## src/rtl/mutex_pkg.sv

```systemverilog
// Shared types and field layout for the hardware mutex lock master.
// The mutex register packs an owner id in the upper half and a lock value in the lower half.
package mutex_pkg;

   typedef enum logic [2:0] {
      IDLE,
      WR_CLAIM,
      RD_CHECK,
      BACKOFF,
      HELD,
      WR_RELEASE
   } state_t;

   localparam logic [31:0] MUTEX_REG_OFS = 32'd0;
   localparam logic [31:0] RESET_REG_OFS = 32'd4;

   localparam int OWNER_MSB = 31;
   localparam int OWNER_LSB = 16;
   localparam int VALUE_MSB = 15;
   localparam int VALUE_LSB = 0;

   function automatic logic [31:0] pack_mutex(input logic [15:0] owner, input logic [15:0] value);
      logic [31:0] word;
      word = '0;
      word[OWNER_MSB:OWNER_LSB] = owner;
      word[VALUE_MSB:VALUE_LSB] = value;
      return word;
   endfunction

endpackage

```

## src/rtl/mutex_backoff_timer.sv

```systemverilog
// Down-counter used to space out claim retries; loads a length and counts to zero.
module mutex_backoff_timer #(
   parameter int WIDTH = 4
) (
   input  logic             clk,
   input  logic             reset_n,
   input  logic             load,
   input  logic [WIDTH-1:0] load_value,
   input  logic             dec,
   output logic             zero
);

   logic [WIDTH-1:0] count_reg;

   always_ff @(posedge clk or negedge reset_n) begin
      if (!reset_n) begin
         count_reg <= '0;
      end else if (load) begin
         count_reg <= load_value;
      end else if (dec && (count_reg != '0)) begin
         count_reg <= count_reg - WIDTH'(1);
      end
   end

   assign zero = (count_reg == '0);

endmodule

```

## src/rtl/mutex_lock_master.sv

```systemverilog
// Avalon-MM master that claims, confirms and releases one hardware mutex for local logic.
// All outputs are registered and decoded from the next state, so nothing is combinational from inputs.
module mutex_lock_master
   import mutex_pkg::*;
#(
   parameter logic [31:0] MUTEX_BASE     = 32'h0000_0000,
   parameter logic [15:0] OWNER_ID       = 16'h0001,
   parameter logic [15:0] LOCK_VALUE     = 16'h0001,
   parameter int          BACKOFF_CYCLES = 8,
   parameter int          MAX_RETRIES    = 0
) (
   input  logic        clk,
   input  logic        reset_n,
   input  logic        lock_req,
   input  logic        unlock_req,
   output logic        lock_granted,
   output logic        lock_fail,
   output logic        busy,
   output logic [7:0]  attempt_count,
   output logic [31:0] avm_address,
   output logic        avm_read,
   output logic        avm_write,
   output logic [31:0] avm_writedata,
   input  logic [31:0] avm_readdata,
   input  logic        avm_waitrequest
);

   localparam int          TIMER_W      = (BACKOFF_CYCLES < 2) ? 1 : $clog2(BACKOFF_CYCLES + 1);
   localparam logic [31:0] CLAIM_WORD   = pack_mutex(OWNER_ID, LOCK_VALUE);
   localparam logic [31:0] RELEASE_WORD = pack_mutex(OWNER_ID, 16'h0000);

   state_t     state_reg;
   state_t     state_next;
   logic [7:0] attempt_next;
   logic       fail_next;
   logic       timer_load;
   logic       timer_dec;
   logic       timer_zero;

   assign avm_address = MUTEX_BASE + MUTEX_REG_OFS;

   mutex_backoff_timer #(
      .WIDTH (TIMER_W)
   ) u_backoff_timer (
      .clk        (clk),
      .reset_n    (reset_n),
      .load       (timer_load),
      .load_value (TIMER_W'(BACKOFF_CYCLES)),
      .dec        (timer_dec),
      .zero       (timer_zero)
   );

   always_comb begin
      state_next   = state_reg;
      attempt_next = attempt_count;
      fail_next    = 1'b0;
      timer_load   = 1'b0;
      timer_dec    = 1'b0;
      case (state_reg)
         IDLE: begin
            if (lock_req) begin
               state_next   = WR_CLAIM;
               attempt_next = 8'd0;
            end
         end
         WR_CLAIM: begin
            if (!avm_waitrequest) state_next = RD_CHECK;
         end
         RD_CHECK: begin
            if (!avm_waitrequest) begin
               if (avm_readdata == CLAIM_WORD) begin
                  state_next = HELD;
               end else begin
                  attempt_next = (attempt_count == 8'hFF) ? 8'hFF : attempt_count + 8'd1;
                  if ((MAX_RETRIES != 0) && (int'(attempt_next) == MAX_RETRIES)) begin
                     state_next = IDLE;
                     fail_next  = 1'b1;
                  end else begin
                     state_next = BACKOFF;
                     timer_load = 1'b1;
                  end
               end
            end
         end
         BACKOFF: begin
            // A withdrawn request cancels before the next claim goes out.
            if (!lock_req) begin
               state_next = IDLE;
            end else if (timer_zero) begin
               state_next = WR_CLAIM;
            end else begin
               timer_dec = 1'b1;
            end
         end
         HELD: begin
            if (unlock_req) state_next = WR_RELEASE;
         end
         WR_RELEASE: begin
            if (!avm_waitrequest) state_next = IDLE;
         end
         default: state_next = IDLE;
      endcase
   end

   always_ff @(posedge clk or negedge reset_n) begin
      if (!reset_n) begin
         state_reg     <= IDLE;
         attempt_count <= 8'd0;
         lock_fail     <= 1'b0;
         lock_granted  <= 1'b0;
         busy          <= 1'b0;
         avm_read      <= 1'b0;
         avm_write     <= 1'b0;
         avm_writedata <= 32'd0;
      end else begin
         state_reg     <= state_next;
         attempt_count <= attempt_next;
         lock_fail     <= fail_next;
         lock_granted  <= (state_next == HELD);
         busy          <= (state_next == WR_CLAIM) || (state_next == RD_CHECK) ||
                          (state_next == BACKOFF)  || (state_next == WR_RELEASE);
         avm_read      <= (state_next == RD_CHECK);
         avm_write     <= (state_next == WR_CLAIM) || (state_next == WR_RELEASE);
         if (state_next == WR_CLAIM) begin
            avm_writedata <= CLAIM_WORD;
         end else if (state_next == WR_RELEASE) begin
            avm_writedata <= RELEASE_WORD;
         end else begin
            avm_writedata <= 32'd0;
         end
      end
   end

endmodule
```

## config.mk

```make
export PLATFORM = sky130hd
export DESIGN_NAME = mutex_lock_master
export DESIGN_NICKNAME = d
export VERILOG_FILES = /design/src/rtl/mutex_pkg.sv /design/src/rtl/mutex_backoff_timer.sv /design/src/rtl/mutex_lock_master.sv
export SDC_FILE = /design/constraint.sdc
export NUM_CORES = 1
export LEC_CHECK = 0
export CAP_MARGIN = 5
export CORE_ASPECT_RATIO = 1.75
export CORE_MARGIN = 2
export CORE_UTILIZATION = 32
export CTS_CLUSTER_DIAMETER = 150
export CTS_CLUSTER_SIZE = 25
export DETAILED_ROUTE_END_ITERATION = 10
export PLACE_DENSITY = 0.84
export SLEW_MARGIN = 10
export SYNTH_ARGS = -nofsm -noshare
export SYNTH_HDL_FRONTEND = slang
export SYNTH_SLANG_ARGS = --single-unit
```

## constraint.sdc

```tcl
create_clock -name clk -period 1.7 [get_ports clk]
set_clock_uncertainty 0.15 [all_clocks]
set_input_delay 0.17 -clock clk [delete_from_list [all_inputs] [get_ports clk]]
set_output_delay 0.17 -clock clk [all_outputs]
set_load 0.005 [all_outputs]
```

# Word-level counts from Yosys, hierarchy flattened
# Index checks and enable logic that the tools add are counted.
[classes]
eq_ne = 15
muxes = 24
n_addsub = 2
n_reduce_logical = 11
[ops]
columns = ["cell", "n"]
rows = [
  ["17-bit two-way mux", 2],
  ["32-bit by 17-bit == test with 1-bit output, second input constant", 1],
  ["8-bit two-way mux", 4],
  ["3-bit two-way mux", 8],
  ["3-bit one-hot mux with 6 select lines", 1],
  ["8-bit one-hot mux with 2 select lines", 1],
  ["3-bit by 2-bit == test with 1-bit output, second input constant", 4],
  ["3-bit == test, second input constant", 4],
  ["8-bit by 1-bit adder with 8-bit output, second input constant", 1],
  ["8-bit == test, second input constant", 1],
  ["4-bit two-way mux", 2],
  ["3-bit by 1-bit == test with 1-bit output, second input constant", 2],
  ["1-bit two-way mux", 6],
  ["2-bit inequality test, second input constant", 3],
  ["4-bit zero test", 1],
  ["1-bit logical OR", 4],
  ["4-bit AND reduction", 1],
  ["2-bit nonzero test", 2],
  ["4-bit nonzero test", 1],
  ["4-bit by 1-bit subtractor with 4-bit output, second input constant", 1],
  ["3-bit zero test", 1],
  ["1-bit logical AND", 1],
]
[word_totals]
register_bits = 51
word_cells = 60
output_inout_bits = 77
inputBits = 37

# Depth between registers and ports, before layout
# Gate-level depths: netlist of the first run.
[logic_depth]
depth_word = 8
mapped_depth = 7
mapped_depth_nobuf = 7

# Modules after synthesis
# Synthesis of the first run repeated with hierarchy kept, for this count alone.
[hier_totals]
cells_unflattened = 190
area_unflattened_um2 = 1672.9
[modules_own_cells]
columns = ["mod", "area_per_inst_um2", "seq_area_each_um2", "n_inst", "cells_each"]
rows = [
  ["mutex_lock_master", 1402.6, 400.4, 1, 163],
  ["mutex_backoff_timer", 270.3, 100.1, 1, 27],
]

# Least setup slack after synthesis of the first run
# No wires, ideal clock.
[synth_timing]
path_kind = "register to register"
startpoint = "register attempt_count[0]"
endpoint = "register attempt_count[5]"
setup_slack_ns = -0.042
setup_time_ns = 0.152
path_buffers = 0
required_time_ns = 1.398
path_stages_with_launch = 6
arrival_ns = 1.440
synth_period_minus_slack_ns = 1.742
path_cell_list = "dfrtp_1 ha_1 and3_1 and3_1 nor3_1 a311oi_1"
[synth_via]
elab_chain_cells = 5
word_cells_on_any_way = 6
classes_between = "add/sub: 1; eq/ne: 1; mux: 4"
[synth_rtl]
columns = ["item", "line", "text"]
rows = [
  ["start, declared", "mutex_lock_master.sv:19", "output logic [7:0] attempt_count,"],
  ["start signal, assigned", "mutex_lock_master.sv:117", "attempt_count <= attempt_next;"],
  ["8-bit by 1-bit adder with 8-bit output / 8-bit == test (equally long branches)", "mutex_lock_master.sv:74", "attempt_next = (attempt_count == 8'hFF) ? 8'hFF : attempt_count + 8'd1;"],
  ["8-bit two-way mux *", "mutex_lock_master.sv:74", ""],
  ["8-bit two-way mux *", "mutex_lock_master.sv:71", "if (avm_readdata == CLAIM_WORD) begin"],
  ["8-bit two-way mux *", "mutex_lock_master.sv:70", "if (!avm_waitrequest) begin"],
  ["8-bit one-hot mux with 2 select lines *", "mutex_lock_master.sv:59", "case (state_reg)"],
]
# Every way passes the cells marked *; elsewhere a longest branch is shown, timed or not. The select of a mux whose other input is x is not followed.
# A chain may end at the register's enable or synchronous reset.

# Worst setup path after layout of the first run
[layout_timing]
startpoint = "register u_backoff_timer.count_reg[0]"
endpoint = "register avm_read"
[layout_via]
elab_chain_cells = 5
[layout_rtl]
columns = ["item", "line", "text"]
rows = [
  ["start, declared", "mutex_backoff_timer.sv:13", "logic [WIDTH-1:0] count_reg;"],
  ["start signal, assigned", "mutex_backoff_timer.sv:19", "count_reg <= load_value;"],
  ["start signal, assigned", "mutex_backoff_timer.sv:21", "count_reg <= count_reg - WIDTH'(1);"],
  ["4-bit zero test", "mutex_backoff_timer.sv:25", "assign zero = (count_reg == '0);"],
  ["3-bit two-way mux", "mutex_lock_master.sv:89", "end else if (timer_zero) begin"],
  ["3-bit two-way mux", "mutex_lock_master.sv:87", "if (!lock_req) begin"],
  ["3-bit one-hot mux with 6 select lines", "mutex_lock_master.sv:59", ""],
  ["named net state_next[1]", "mutex_lock_master.sv:33", "state_t state_next;"],
  ["3-bit by 2-bit == test with 1-bit output", "mutex_lock_master.sv:122", "avm_read <= (state_next == RD_CHECK);"],
  ["end signal, assigned", "mutex_lock_master.sv:122", ""],
  ["end, declared", "mutex_lock_master.sv:21", "output logic avm_read,"],
]
# The timed path passes the listed nets, and every way through them passes these cells.

==> impl_metrics.csv, run 1 <==
group,metric,value,unit
die,rows,34,
logic_synthesis,ys.flop_type,"dfrtp_1",
power,p_seq_share,30.0,%
logic_synthesis,synth_top_family_by_area,"buffers and inverters",
run_status,outcome,"finished with violations",
timing,post-route-min-period,1.78,ns
logic_synthesis,yosysTopAreaCell,"dfrtp_1",
worst_setup_path,slowest_stage,"dfrtp_1",
place,dpl.cell_count,295,
worst_setup_path,cp.required,1.75,ns
power,p_comb_share,54.9,%
worst_setup_path,reg2reg_to,"avm_read",
timing,final_max_slew_viol_count,0,
logic_synthesis,synth-compound-area-share,12.8,%
place,port_buffers,50,
logic_synthesis,synth_seq_cells,20,
global_routing,gr-total-overflow,0,
logic_synthesis,syn_avg_cell_area,9.24,sq um
worst_setup_path,worstPathCellList,"inv_1, ha_4, nor3b_4, o21ba_1, or3_4, a21oi_4, and2_1",
power,switching_power,0.840,mW
die,die_x,57.4,um
logic_synthesis,netlist_area,0.00160,sq mm
die,die_h,97.5,um
logic_synthesis,yosys.area_share.adder,1.57,%
clocking,cts_buffers,3,
cells_and_area,diodes,0,
cells_and_area,final_nets,292,
job,cap_violations,0,
logic_synthesis,yosysWarnings,0,
cells_and_area,drive_gt1_share,29.0,%
timing,grt_setup_unrepaired,"true",
detailed_routing,firstDrtPassIters,4,
detailed_routing,avgRoutedWirePerCell,14.0,um
clocking,clk_pin_slew,0.07,ns
logic_synthesis,synthSimpleGateAreaFrac,19.6,%
power,p_sw_share,35.5,%
detailed_routing,postRouteAntennaNets,0,
min_path,min_path_type,"input pin to asynchronous set/reset pin",
logic_synthesis,synth_xor_area_share,1.64,%
worst_setup_path,rr_worst_depth,7,
detailed_routing,avgViaCountPerCell,4.50,
detailed_routing,wl,4270,um
logic_synthesis,synth-edff-count,0,
detailed_routing,drc_errors,0,
logic_synthesis,yosys.area.top_type_share,31.3,%
die,coreArea,0.00489,sq mm
place,gp_congestion,0.758,
die,ios,114,
global_routing,grt_pass1_vias,1198,
global_routing,grt_max_degree,21,
cells_and_area,final_cell_mix,"conb_1 (63), buf_4 (25), dlymetal6s2s_1 (21), clkdlybuf4s50_1 (21), dfrtp_1 (20)",
place,dpl.hpwl,2960,um
worst_setup_path,critPathBufInv,1,
cells_and_area,final_common_cell,"conb_1",
power,ir_worst_vdd,730,uV
worst_setup_path,reg2reg_from,"u_backoff_timer.count_reg[0]",
worst_setup_path,crit_type,"register to register",
clocking,clockBufferDepth,2,
timing,setup_ws,-0.0791,ns
global_routing,antenna_found_initial,0,
timing,setup_viol,8,
clocking,cts_tree,"yes",
global_routing,grt_pass1_wl,5390,um
place,pre_cts_ws,-0.445,ns
detailed_routing,vias,1378,
logic_synthesis,synth_mux_area_share,0.705,%
logic_synthesis,synthArstFlopShare,100,%
timing,hold_viol,0,
die,dieArea,0.00560,sq mm
logic_synthesis,ys_seq_area_share,31.3,%
clocking,cts_htree_levels,1,
cells_and_area,n_fill_cell,429,
worst_setup_path,crit_family,"simple AND/OR/NAND/NOR gates",
clocking,hold_buffers,0,
worst_setup_path,endpoint,"avm_read",
cells_and_area,largest_register_ffs,8,
worst_setup_path,cp.arrival,1.83,ns
logic_synthesis,synth_cell_type_count,42,
logic_synthesis,synth_area_leaders,"dfrtp_1 (31%), buf_4 (30%), a21oi_1 (2.8%)",
worst_setup_path,rrSetupSlack,-0.08,ns
cells_and_area,final_cells,306,
run_status,violations,"negative setup slack",
power,powerDensity,989,mW/mm^2
logic_synthesis,syn-instance-count,173,
worst_setup_path,end_kind,"register",
global_routing,grt_usage,12.6,%
clocking,clock-sinks,20,
die,initial_core_util,32.7,%
worst_setup_path,crit_start,"u_backoff_timer.count_reg[0]",
timing,fin_crit_sh,105,%
worst_setup_path,worstPathMaxFanout,5,
power,power.clock.fraction,15.2,%
worst_setup_path,slowest_delay,0.36,ns
timing,max_freq,562,MHz
clocking,root_buffer,"clkbuf_8",
power,p_leak,1.28,nW
worst_setup_path,startpoint_type,"register",
worst_setup_path,worstSetupPathDepth,7,
clocking,insertion_delay,0.26,ns
detailed_routing,drt-initial-drc-count,30,
power,p_int,1.52,mW
cells_and_area,area_growth,49.6,%
[per-stage QoR]
stage	util, %	setup TNS (ns)	hold slack (ns)	power, mW	instance area (sq um)
after floorplan	-	-0.0226	-0.276	1.32	1840
after global placement	42.5	-6.58	0.354	1.72	2080
after detailed placement	42.5	-7.21	0.368	1.75	2080
after CTS	44.5	-0.342	0.110	2.16	2180
after global routing	48.9	-1.35	0.135	2.51	2390
final	48.9	-0.296	0.100	2.36	2390
[metal layers]
metal  track usage [%]  vias to the layer above  wire, um
li1                  -                      633         -
met1              10.6                      638      1330
met2              25.2                      103      2350
met3              4.79                        4       542
met4              3.76                        0        43
met5                 0                        -         0
[worst min-delay path by stage]
| stage | end | slack [ns] | depth (start not counted) |
|---|---|---|---|
| finish | lock_granted | 0.10 | 2 |
| global route | attempt_count[3] | 0.13 | 2 |
| CTS | attempt_count[5] | 0.11 | 2 |
| detailed placement | u_backoff_timer.count_reg[3] | 0.37 | 2 |
| global placement | u_backoff_timer.count_reg[3] | 0.35 | 2 |
| floorplan | attempt_count[0] | -0.28 | 0 |
[synth_stat cells (2+ instances only)]
cell type / number
nand2_1: 7
nor4b_2: 2
and3_1: 3
and2_1: 2
buf_4: 64
nor2_1: 8
xor2_1: 2
o21ai_0: 2
dfrtp_1: 20
a21oi_1: 9
nor2b_1: 3
ha_1: 2
o21ai_1: 3
nor4_1: 6
a311oi_1: 2
nor3_2: 2
a211oi_1: 2
inv_1: 6
or3_1: 2
nor3_1: 4
[logic make-up (layout without fill, tap and decap cells)]
group	count (synthesis)	after routing
flops	20	20
buf+inv	71	87
mux	1	1
simple gates	48	48
compound gates	27	28
other cells	1	63
fa+ha+maj	2	2
xor+xnor	3	3
[timing repair]
| action | CTS | global route |
|---|---|---|
| cloned | 0 | 1 |
| gates resized for setup | 17 | 51 |
| pin swaps | 2 | 27 |
| setup endpoints to repair | 19 | 19 |
| buffers inserted | 1 | 5 |
[worst reg2reg max path: stages, from the launching register on]
cell and delay [ns]:
dfrtp_1 0.36, inv_1 0.07, ha_4 0.16, nor3b_4 0.15, o21ba_1 0.17, or3_4 0.33
a21oi_4 0.18, and2_1 0.15
[cell type report]
class,instances,area (sq um),area share (%)
multi-input combinational,145,993,41.5
timing repair buffer,77,752,31.4
sequential,20,500,20.9
tap,54,67.6,2.83
inverter,6,22.5,0.942
clock buffer,4,55.1,2.30
[power groups by stage]
| stage | combinational [mW] | sequential, mW | clock (mW) |
|---|---|---|---|
| after detailed placement | 1.05 | 0.705 | 0 |
| after global routing | 1.40 | 0.724 | 0.385 |
| after CTS | 1.09 | 0.704 | 0.364 |
| after global placement | 1.01 | 0.703 | 0 |
| final | 1.30 | 0.708 | 0.359 |
| after floorplan | 0.600 | 0.721 | 0 |
(Power assumes the default switching activity.)
==> run 2, diff against run 1 <==
CORE_UTILIZATION = 35   (was 32)
PLACE_DENSITY = 0.87   (was 0.84)
clock period = 1.91 ns   (was 1.7 ns; I/O delays follow)
==> impl_metrics.csv, run 2 (synthesized netlist as in run 1, its figures left out) <==
group,metric,value,unit
detailed_routing,drt-initial-drc-count,44,
power,powerDensity,867,mW/mm^2
timing,setup_ws,-0.0537,ns
place,gp_congestion,0.764,
cells_and_area,final_cell_mix,"conb_1 (63), clkdlybuf4s50_1 (43), dfrtp_1 (20), buf_4 (19)",
place,dpl.hpwl,2880,um
place,dpl.cell_count,288,
timing,setup_viol,6,
die,die_x,55.1,um
detailed_routing,dr.max_layer_used,"met4",
detailed_routing,postRouteAntennaNets,0,
timing,fin_hold_ws,0.145,ns
worst_setup_path,reg2reg_from,"u_backoff_timer.count_reg[1]",
cells_and_area,diodes,0,
job,cap_violations,0,
clocking,hold_buffers,0,
global_routing,grt_pass1_vias,1206,
cells_and_area,final_nets,285,
worst_setup_path,reg2reg_to,"avm_writedata[0]",
global_routing,grt_pass1_wl,5050,um
cells_and_area,largest_register_ffs,8,
detailed_routing,avgRoutedWirePerCell,14.0,um
worst_setup_path,rrSetupSlack,0.03,ns
place,pre_cts_ws,-0.217,ns
detailed_routing,wl_met3,495,um
cells_and_area,final_common_cell,"conb_1",
detailed_routing,wl_met2,2250,um
power,p_leak,1.11,nW
timing,post-route-min-period,1.96,ns
detailed_routing,wl,4160,um
min_path,min_path_type,"input pin to asynchronous set/reset pin",
global_routing,grt_usage,13.4,%
worst_setup_path,endpoint,"attempt_count[7]",
global_routing,gr-total-overflow,0,
detailed_routing,vias,1376,
die,coreArea,0.00440,sq mm
detailed_routing,firstDrtPassIters,4,
clocking,root_buffer,"clkbuf_8",
cells_and_area,final_cells,296,
die,ios,114,
worst_setup_path,cp.required,1.95,ns
clocking,clk_pin_slew,0.07,ns
die,initial_core_util,36.3,%
die,rows,32,
power,ir_worst_vdd,413,uV
clocking,clockBufferDepth,2,
global_routing,grt_max_degree,21,
worst_setup_path,crit_type,"input pin to register",
cells_and_area,n_fill_cell,377,
cells_and_area,area_growth,39.9,%
cells_and_area,finish.utilization,50.7,%
worst_setup_path,crit_start,"avm_readdata[26]",
worst_setup_path,end_kind,"register",
clocking,insertion_delay,0.25,ns
timing,fin_crit_sh,103,%
clocking,clock-sinks,20,
worst_setup_path,cp.arrival,2.00,ns
timing,final_max_slew_viol_count,0,
detailed_routing,avgViaCountPerCell,4.65,
place,port_buffers,50,
die,dieArea,0.00514,sq mm
clocking,cts_tree,"yes",
worst_setup_path,startpoint_type,"input pin",
run_status,outcome,"finished with violations",
clocking,cts_htree_levels,1,
detailed_routing,met1Wirelength,1220,um
worst_setup_path,rr_worst_depth,7,
cells_and_area,drive_gt1_share,19.6,%
timing,hold_viol,0,
clocking,cts_buffers,3,
run_status,violations,"negative setup slack",
die,die_h,93.4,um
timing,max_freq,509,MHz
worst_setup_path,worstPathMaxFanout,7,
detailed_routing,drc_errors,0,
global_routing,antenna_found_initial,0,
-- run 2: cell types whose count changed in the layout (fill, tap and decap cells not counted), moves of 4 or more --
cell / delta
a21oi_1: +4
clkdlybuf4s50_1: +22
dlymetal6s2s_1: -14
buf_4: -6
dlygate4sd2_1: -5
a21oi_2: -4
-- run 2: worst min-delay path by stage --
stage,startpoint,end,slack (ns),cells after the start
6_report,reset_n,lock_granted,0.15,2
2_1_floorplan,reset_n,attempt_count[0],-0.25,0
3_3_place_gp,u_backoff_timer.count_reg[3],u_backoff_timer.count_reg[3],0.36,2
5_1_grt,reset_n,attempt_count[3],0.17,2
3_5_place_dp,u_backoff_timer.count_reg[3],u_backoff_timer.count_reg[3],0.37,2
4_1_cts,reset_n,attempt_count[7],0.15,2
-- run 2: critical path, cell delays in order --
cell	delay, ns
clkdlybuf4s50_1	0.43
nor4_2	0.42
nand2_2	0.18
o31a_4	0.45
a41o_1	0.25
nor2_1	0.08
-- run 2: power breakdown --
group | total [mW] | switching (mW) | leakage (nW) | internal, mW
sequential | 0.620 | 0.0839 | 0.258 | 0.536
clock | 0.310 | 0.127 | 0.0288 | 0.183
combinational | 1.01 | 0.478 | 0.822 | 0.530
-- run 2: what timing repair did --
| action | 4_1_cts | 5_1_grt |
|---|---|---|
| buffers inserted | 1 | 4 |
| setup endpoints to repair | 3 | 12 |
| resized for setup | 1 | 23 |
| gates cloned | 0 | 1 |
| pin swaps | 0 | 13 |
-- run 2: final cells by class --
| cell class | count | area [sq um] | area share [%] |
|---|---|---|---|
| Tap cell | 51 | 63.8 | 2.86 |
| Multi-Input combinational cell | 145 | 921 | 41.2 |
| Inverter | 6 | 22.5 | 1.01 |
| Sequential cell | 20 | 500 | 22.4 |
| Clock buffer | 4 | 55.1 | 2.46 |
| Timing Repair Buffer | 70 | 672 | 30.1 |
-- run 2: per-stage QoR --
step / setup TNS (ns) / total power, mW / area, sq um
after global placement: -2.52 / 1.45 / 2030
after floorplan: 0 / 1.17 / 1830
after detailed placement: -2.94 / 1.49 / 2030
final: -0.158 / 1.94 / 2230
after global routing: -1.25 / 2.08 / 2230
after CTS: 0 / 1.82 / 2100
-- run 2: per-layer routing --
metal  global-route usage [%]  vias up
met5                        0        -
met4                     4.27        0
met3                     2.56       14
met2                     27.6      116
met1                     11.5      629
li1                         -      617
